[src/rtl/log_drain.sv]
// log_drain: drains the violation-log RAM as a framed, checksummed byte stream
module log_drain #(
   parameter logic [15:0] LOG_DEPTH     = 16'h0100,
   parameter bit          CLEAR_ON_DONE = 1'b1
) (
   input  logic        clk,
   input  logic        reset_n,
   input  logic        start,
   input  logic [15:0] log_count,
   output logic        re,
   output logic [15:0] rd_addr,
   input  logic [37:0] rd_data,
   output logic [7:0]  tx_data,
   output logic        tx_valid,
   input  logic        tx_ready,
   output logic        clr_ram,
   output logic        busy,
   output logic        done
);

   typedef enum logic [2:0] {IDLE, HDR, FETCH, WAIT, SEND, CSUM, CLEAR, DONE} state_t;

   state_t      state_q;
   logic [15:0] cnt_q, idx_q, rd_addr_q;
   logic [2:0]  bcnt_q;
   logic [39:0] sr_q;
   logic [7:0]  csum_q;
   logic        re_q, tx_valid_q, clr_q, done_q;

   logic        xfer;
   logic [15:0] cnt_d, idx_d;
   logic [7:0]  hdr_d;

   // The top byte of the shift register is always the byte on the wire.
   assign xfer     = tx_valid_q & tx_ready;
   assign cnt_d    = (log_count > LOG_DEPTH) ? LOG_DEPTH : log_count;
   assign idx_d    = idx_q + 16'd1;
   assign hdr_d    = (bcnt_q == 3'd0) ? cnt_q[15:8] : cnt_q[7:0];
   assign re       = re_q;
   assign rd_addr  = rd_addr_q;
   assign tx_data  = sr_q[39:32];
   assign tx_valid = tx_valid_q;
   assign clr_ram  = clr_q;
   assign done     = done_q;
   assign busy     = state_q != IDLE;

   // Frame sequencer; every output is registered and the checksum accumulates as each byte is loaded.
   always_ff @(posedge clk or negedge reset_n) begin
      if (!reset_n) begin
         state_q    <= IDLE;
         cnt_q      <= '0;
         idx_q      <= '0;
         rd_addr_q  <= '0;
         bcnt_q     <= '0;
         sr_q       <= '0;
         csum_q     <= '0;
         re_q       <= 1'b0;
         tx_valid_q <= 1'b0;
         clr_q      <= 1'b0;
         done_q     <= 1'b0;
      end else begin
         case (state_q)
            IDLE: if (start) begin
               cnt_q      <= cnt_d;
               idx_q      <= '0;
               csum_q     <= '0;
               bcnt_q     <= '0;
               sr_q       <= {8'hA5, 32'h0};
               tx_valid_q <= 1'b1;
               state_q    <= HDR;
            end
            HDR: if (xfer) begin
               if (bcnt_q == 3'd2) begin
                  bcnt_q <= '0;
                  if (cnt_q == 16'd0) begin
                     sr_q[39:32] <= csum_q;
                     state_q     <= CSUM;
                  end else begin
                     tx_valid_q <= 1'b0;
                     re_q       <= 1'b1;
                     rd_addr_q  <= idx_q;
                     state_q    <= FETCH;
                  end
               end else begin
                  bcnt_q      <= bcnt_q + 3'd1;
                  sr_q[39:32] <= hdr_d;
                  csum_q      <= csum_q ^ hdr_d;
               end
            end
            FETCH: begin
               re_q    <= 1'b0;
               state_q <= WAIT;
            end
            WAIT: begin
               sr_q       <= {2'b00, rd_data};
               csum_q     <= csum_q ^ {2'b00, rd_data[37:32]};
               tx_valid_q <= 1'b1;
               state_q    <= SEND;
            end
            SEND: if (xfer) begin
               if (bcnt_q == 3'd4) begin
                  bcnt_q <= '0;
                  idx_q  <= idx_d;
                  if (idx_d == cnt_q) begin
                     sr_q[39:32] <= csum_q;
                     state_q     <= CSUM;
                  end else begin
                     tx_valid_q <= 1'b0;
                     re_q       <= 1'b1;
                     rd_addr_q  <= idx_d;
                     state_q    <= FETCH;
                  end
               end else begin
                  bcnt_q <= bcnt_q + 3'd1;
                  sr_q   <= sr_q << 8;
                  csum_q <= csum_q ^ sr_q[31:24];
               end
            end
            CSUM: if (xfer) begin
               tx_valid_q <= 1'b0;
               if (CLEAR_ON_DONE) begin
                  clr_q   <= 1'b1;
                  state_q <= CLEAR;
               end else begin
                  done_q  <= 1'b1;
                  state_q <= DONE;
               end
            end
            CLEAR: begin
               clr_q   <= 1'b0;
               done_q  <= 1'b1;
               state_q <= DONE;
            end
            DONE: begin
               done_q  <= 1'b0;
               state_q <= IDLE;
            end
            default: state_q <= IDLE;
         endcase
      end
   end

endmodule

[config.mk]
export PLATFORM = sky130hd
export DESIGN_NAME = log_drain
export DESIGN_NICKNAME = d
export VERILOG_FILES = /design/src/rtl/log_drain.sv
export SDC_FILE = /design/constraint.sdc
export NUM_CORES = 1
export LEC_CHECK = 0
export BUFFER_PORTS_ARGS = -buffer_cell sky130_fd_sc_hd__buf_2
export CAP_MARGIN = 5
export CORE_UTILIZATION = 45
export DETAILED_ROUTE_END_ITERATION = 12
export HOLD_SLACK_MARGIN = 0.1
export PLACE_DENSITY = 0.72
export SLEW_MARGIN = 0
export SYNTH_ARGS = -nofsm -noshare
export SYNTH_HDL_FRONTEND = slang
export SYNTH_SLANG_ARGS = --single-unit
[constraint.sdc]
create_clock -name clk -period 5.6 [get_ports clk]
set_input_delay 0.28 -clock clk [delete_from_list [all_inputs] [get_ports clk]]
set_output_delay 0.28 -clock clk [all_outputs]
set_load 0.02 [all_outputs]
==> metrics.csv, run 1 <==
metric;value;unit
status;completed;
Die Span X;118;um
worst hold path startpoint;rd_data[3];
CP Max Fanout;42;
PnR worst setup slack;1.95;ns
total track usage;0.219;
Post-CTS Setup Bufs;0;
synth warn;0;
TritonCTS clock tree;done;
worst skew pair latency;0.36;ns
worst-margin pin slew;1.11;ns
largest net degree at the start of global routing;59;
Die Outline Area;14000;sq um
Final Cycle Share;0.653;
Crit Reg-Reg Startpoint;state_q[0];
Cells after DPL;853;
vias post-DR;5196;
ys async rst share;1.00;
setup_tns;0;ns
share of layout cells above drive strength 1;0.184;
critical path arrival;3.89;ns
fin. max-slew vios;0;
Mapped Nets;708;
sequential element share of the synthesized area;0.437;
initial antenna violation count;0;
number of remaining DRC errors;0;
Nets;752;
startpoint types;register;
port bufs;86;
vias per cell;5.97;
initial drt markers;498;
Worst Path Required;5.84;ns
CP startpoint;state_q[0];
synth unique cells;65;
slowest CP cell;or3b_2;
# diodes;0;
pre-CTS WS;1.95;ns
FF+latch count, synth;106;
Fin. Hold Viols;0;
DP Wirelength;10.3;mm
clock sink total;106;
Initial Util;0.460;
Worst Skew;0.0119;ns
Max Root-Sink Buffers;2;
DRT Pass-1 Iters;5;
I/O pins;87;
Post-DRT Antenna Nets;0;
post-route minimum period;3.65;ns
crit-path leading delay family;compound AO/OA/AOI/OAI gates;
Top FF cell, synth;dfrtp_1;
Core Footprint;13200;sq um
EDFF count, synth;0;
critical-path cell list;or3b_2 -> o32ai_1 -> a311o_1 -> a211o_1 -> a31oi_4 -> mux2_2;
Worst setup EP type;register;
RSZ-0062 raised after global routing;false;
Max-Cap Viols;0;
final non-filler cell total;870;
Cell Pwr Density;398;nW/um^2
vias in the first global route;4983;
synthesized instance count;645;
peak supply drop;0.227;mV
relative slew slack;0.261;
row count;42;
CTS buffer count;9;
CP Buf/Inv Count;0;
HP Class;in -> reg;
H-tree Lvls;3;
CP Class;reg -> reg;
DR WL/cell;17.1;um
leak pwr;3.09;nW
WL final;14.8;mm
DIE HEIGHT;118;um
GRT overflow;0;
first-pass GRT wire length;24.7;mm
Layout area overhead;11.7;%
setup violators final;0;
CP peak stage delay;0.80;ns
Synth Cell Area;6070;sq um
Reg clk slew, reported paths;0.08;ns
max frequency;274;MHz
Placer Congestion;0.906;
Avg Cell Area, Syn;9.42;sq um
Root Driver;clkbuf_16;
==> synth_stat cells (3+ instances only) <==
cell | n | area (sq um)
a22o_1 | 16 | 140
a211oi_1 | 3 | 22.5
nor2_1 | 40 | 150
nand2b_1 | 8 | 50.1
nor4_1 | 9 | 56.3
a221o_1 | 8 | 80.1
a21oi_1 | 22 | 110
a22oi_1 | 30 | 225
and3_1 | 3 | 18.8
nor3b_1 | 3 | 22.5
buf_2 | 6 | 30.0
o22ai_1 | 7 | 43.8
nor2b_1 | 4 | 25.0
o21ai_0 | 74 | 370
clkbuf_1 | 34 | 128
a211o_1 | 3 | 26.3
a21o_1 | 3 | 22.5
buf_1 | 4 | 15.0
o31ai_1 | 15 | 113
nand3_1 | 14 | 70.1
mux2_1 | 17 | 191
a31oi_1 | 7 | 43.8
xnor2_1 | 19 | 166
xor2_1 | 16 | 140
inv_1 | 11 | 41.3
buf_4 | 12 | 90.1
nand2_1 | 66 | 248
ha_1 | 5 | 62.6
nand4_1 | 9 | 56.3
nor3_1 | 4 | 20.0
and2_1 | 11 | 68.8
mux2_2 | 7 | 78.8
mux2i_1 | 9 | 90.1
dfrtp_1 | 106 | 2650
==> sequential cells by signal, indices dropped and copies added, names as in the netlist, 3 cells and up <==
name,cells
idx_q,16
rd_addr,16
bcnt_q,3
csum_q,8
state_q,3
sr_q,40
cnt_q,16
==> metrics by stage <==
| stage | total power, mW | hold slack (ns) | cell area, sq um | util |
|---|---|---|---|---|
| 6_report | 2.70 | 0.141 | 6790 | 0.515 |
| 2_1_floorplan | 1.84 | -0.0156 | 6070 | - |
| 4_1_cts | 2.71 | 0.133 | 6790 | 0.515 |
| 3_3_place_gp | 2.03 | 0.378 | 6480 | 0.491 |
| 5_1_grt | 2.87 | 0.144 | 6790 | 0.515 |
| 3_5_place_dp | 2.07 | 0.403 | 6480 | 0.491 |
==> repair_timing <==
action                                 CTS  global route
hold buffers                             1             0
endpoints found under the hold margin   57             0
resized for setup                        0             0
==> per-layer routing <==
metal,up-vias,share of wire,GRT usage
li1,2453,-,-
met1,2498,0.43,0.290
met2,204,0.49,0.357
met3,41,0.056,0.0367
met4,0,0.028,0.0929
met5,-,0,0
==> layout make-up <==
class | instances | area, sq um
timing repair buffer | 89 | 458
multi-input combinational | 472 | 3120
clock inverter | 6 | 55.1
fill | 1212 | 6400
tap | 176 | 220
clock buffer | 10 | 239
inverter | 11 | 41.3
sequential | 106 | 2650
==> worst paths after layout <==
kind / end / slack [ns] / depth (start not counted)
max in group asynchronous: cnt_q[9] / 3.97 / 3
min in group asynchronous: rd_addr[8] / 0.54 / 2
worst min register to register: rd_addr[7] / 0.48 / 1
worst max-delay path: rd_addr[15] / 1.95 / 6
worst max register to register: rd_addr[15] / 1.95 / 6
worst min-delay path: sr_q[3] / 0.14 / 2
==> worst reg2reg max path, stage by stage, from the launching register on <==
cell,delay (ns)
dfrtp_1,0.73
or3b_2,0.81
o32ai_1,0.33
a311o_1,0.39
a211o_1,0.32
a31oi_4,0.54
mux2_2,0.41
==> cells in the final DEF (no fill, tap or decap), types with 7 or more instances in the layout <==
| cell type | netlist | layout |
|---|---|---|
| a21oi_1 | 22 | 22 |
| a221o_1 | 8 | 8 |
| a22o_1 | 16 | 16 |
| a22oi_1 | 30 | 30 |
| a31oi_1 | 7 | 7 |
| and2_1 | 11 | 11 |
| buf_2 | 6 | 85 |
| clkbuf_16 | 0 | 9 |
| dfrtp_1 | 106 | 106 |
| inv_1 | 11 | 11 |
| mux2_1 | 17 | 17 |
| mux2_2 | 7 | 7 |
| mux2i_1 | 9 | 9 |
| nand2_1 | 66 | 66 |
| nand2b_1 | 8 | 8 |
| nand3_1 | 14 | 14 |
| nand4_1 | 9 | 9 |
| nor2_1 | 40 | 39 |
| nor4_1 | 9 | 9 |
| o21ai_0 | 74 | 74 |
| o22ai_1 | 7 | 7 |
| o31ai_1 | 15 | 15 |
| xnor2_1 | 19 | 19 |
| xor2_1 | 16 | 16 |
==> power by group <==
| group | internal, mW | switching, mW |
|---|---|---|
| registers | 0.918 | 0.138 |
| logic | 0.368 | 0.643 |
| clock network | 0.325 | 0.307 |
| total | 1.61 | 1.09 |
==> logic make-up after synthesis <==
kind of cell	count (synthesis)	share of synthesized area
compound gates	210	0.232
mux	33	0.0593
simple gates	189	0.161
flops	106	0.437
fa+ha+maj	5	0.0103
xor+xnor	35	0.0505
buf+inv	67	0.0501
No activity file was read; power rests on OpenSTA's default activity.
==> run 2, diff against run 1 <==
Settings changed: PLACE_DENSITY 0.72 to 0.75.
Clock period 5.6 ns to 3.2 ns, I/O delays scaled along.
==> run 2 against run 1 <==
Compared with the run above:
- via count up 3.1%
- power increased by 81%
- utilization up 3.9 points
- final area up 7.5%
- critical endpoint is now sr_q[34]
==> metrics.csv, run 2 (synthesis gave the netlist of run 1 again) <==
metric;value;unit
status;completed;
Clk pwr share;0.227;
port bufs;86;
Cell Pwr Density;669;nW/um^2
relative slew slack;0.426;
vias post-DR;5359;
CTS buffer count;9;
WL final;16.5;mm
vias per cell;5.81;
multi-input logic area;3120;sq um
Die Span X;118;um
Largest register FFs;40;
leak pwr;3.33;nW
total track usage;0.244;
Reg clk slew, reported paths;0.08;ns
Die Outline Area;14000;sq um
post-route minimum period;2.97;ns
most frequent cells in the layout;dfrtp_1 (106), buf_2 (85), o21ai_0 (74), nand2_1 (66), nor2_1 (39);
Switching Power;1.97;mW
Initial Util;0.460;
CP Max Fanout;8;
R2R Setup Slk;0.23;ns
commonest non-fill, non-tap cell in the layout;dfrtp_1;
# diodes;0;
DRT Pass-1 Iters;6;
fin. max-slew vios;0;
Max Root-Sink Buffers;2;
Switching Share;0.404;
CP peak stage delay;0.54;ns
row count;42;
vias in the first global route;5382;
Nets;805;
I/O pins;87;
HP Class;in -> reg;
setup_tns;0;ns
Sequential Power Share;0.375;
first-pass GRT wire length;26.8;mm
worst-margin pin slew;0.862;ns
critical-path cell list;nand4_2 -> nor4_2 -> xnor2_1 -> or4b_1 -> a2111oi_2 -> o31a_1 -> buf_12 -> mux2_1;
DIE HEIGHT;118;um
Worst Skew;0.00745;ns
H-tree Lvls;3;
RSZ-0062 raised after global routing;false;
setup violators final;0;
DR WL/cell;17.8;um
share of layout cells above drive strength 1;0.197;
Post-CTS Setup Bufs;0;
CP Buf/Inv Count;1;
Worst setup EP type;register;
crit-path leading delay family;simple AND/OR/NAND/NOR gates;
initial drt markers;367;
startpoint types;register;
DP Wirelength;11.1;mm
fillers;1169;
number of remaining DRC errors;0;
peak supply drop;0.388;mV
Placer Congestion;0.871;
GRT overflow;0;
Internal;2.91;mW
Top reg by flops;sr_q;
initial antenna violation count;0;
Core Footprint;13200;sq um
Logic pwr share;0.397;
Cells after DPL;871;
FF+latch area;2650;sq um
Post-DRT Antenna Nets;0;
Root Driver;clkbuf_16;
final non-filler cell total;923;
Final Cycle Share;0.929;
Fin. Hold Viols;0;
Worst Path Required;3.44;ns
worst skew pair latency;0.36;ns
slowest CP cell;dfrtp_1;
Layout area overhead;20.2;%
max frequency;336;MHz
Max-Cap Viols;0;
clock sink total;106;
largest net degree at the start of global routing;57;
critical path arrival;3.21;ns
CP Class;reg -> reg;
TritonCTS clock tree;done;
[run 2: cell count changes in the layout (fill, tap and decap cells not counted)]
| cell | delta |
|---|---|
| buf_12 | +2 |
| clkinv_4 | +1 |
| buf_4 | +16 |
| clkinvlp_4 | +1 |
| ha_1 | -1 |
| inv_6 | -3 |
| inv_8 | +2 |
| clkbuf_8 | -1 |
| ha_2 | +1 |
| dlygate4sd3_1 | +35 |
[run 2: repair_timing]
item	4_1_cts	5_1_grt
resized for setup	0	1
hold buffers	36	0
endpoints found under the setup margin	0	8
hold endpoints to repair	87	0
[run 2: power groups by stage]
stage	sequential, mW	combinational (mW)	clock (mW)
after floorplan	1.79	1.43	0
after global placement	1.84	1.81	0
after detailed placement	1.85	1.88	0
after CTS	1.82	1.92	1.13
after global routing	1.87	2.13	1.18
final	1.83	1.94	1.11
[run 2: worst register-to-register path, stage by stage, from the launching register on]
cell       delay (ns)
dfrtp_1          0.54
nand4_2          0.27
nor4_2           0.45
xnor2_1          0.20
or4b_1           0.48
a2111oi_2        0.24
o31a_1           0.22
buf_12           0.14
mux2_1           0.32
[run 2: layout make-up]
class                           count  share of cell area
Clock buffer                        9              0.0309
Tap cell                          176              0.0302
Timing Repair Buffer              142               0.133
Multi-Input combinational cell    472               0.428
Sequential cell                   106               0.363
Inverter                           11             0.00566
Clock inverter                      7             0.00926
[run 2: worst paths after layout]
kind | to | from | cells after the start
max in group asynchronous | rd_addr[11] | reset_n | 3
min | sr_q[27] | rd_data[27] | 3
min reg2reg | done | done | 2
max reg2reg | sr_q[34] | idx_q[3] | 8
max | sr_q[34] | idx_q[3] | 8
min in group asynchronous | rd_addr[8] | reset_n | 2
[run 2: layer usage]
metal  wire length, um  vias to the layer above  track usage
met5                 0                        -            0
met4               488                        0        0.109
met3               831                       44       0.0555
met2              8160                      206        0.410
met1              6980                     2562        0.299
li1                  -                     2547            -
[run 2: per-stage QoR]
stage	utilization	setup WS, ns	hold WS, ns	total power [mW]	area, sq um
final	0.553	0.226	0.105	4.88	7300
after detailed placement	0.504	0.139	0.260	3.73	6640
after global routing	0.553	0.0295	0.121	5.18	7300
after floorplan	-	0.440	-0.136	3.22	6070
after global placement	0.504	0.256	0.250	3.65	6640
after CTS	0.553	0.133	0.100	4.88	7300
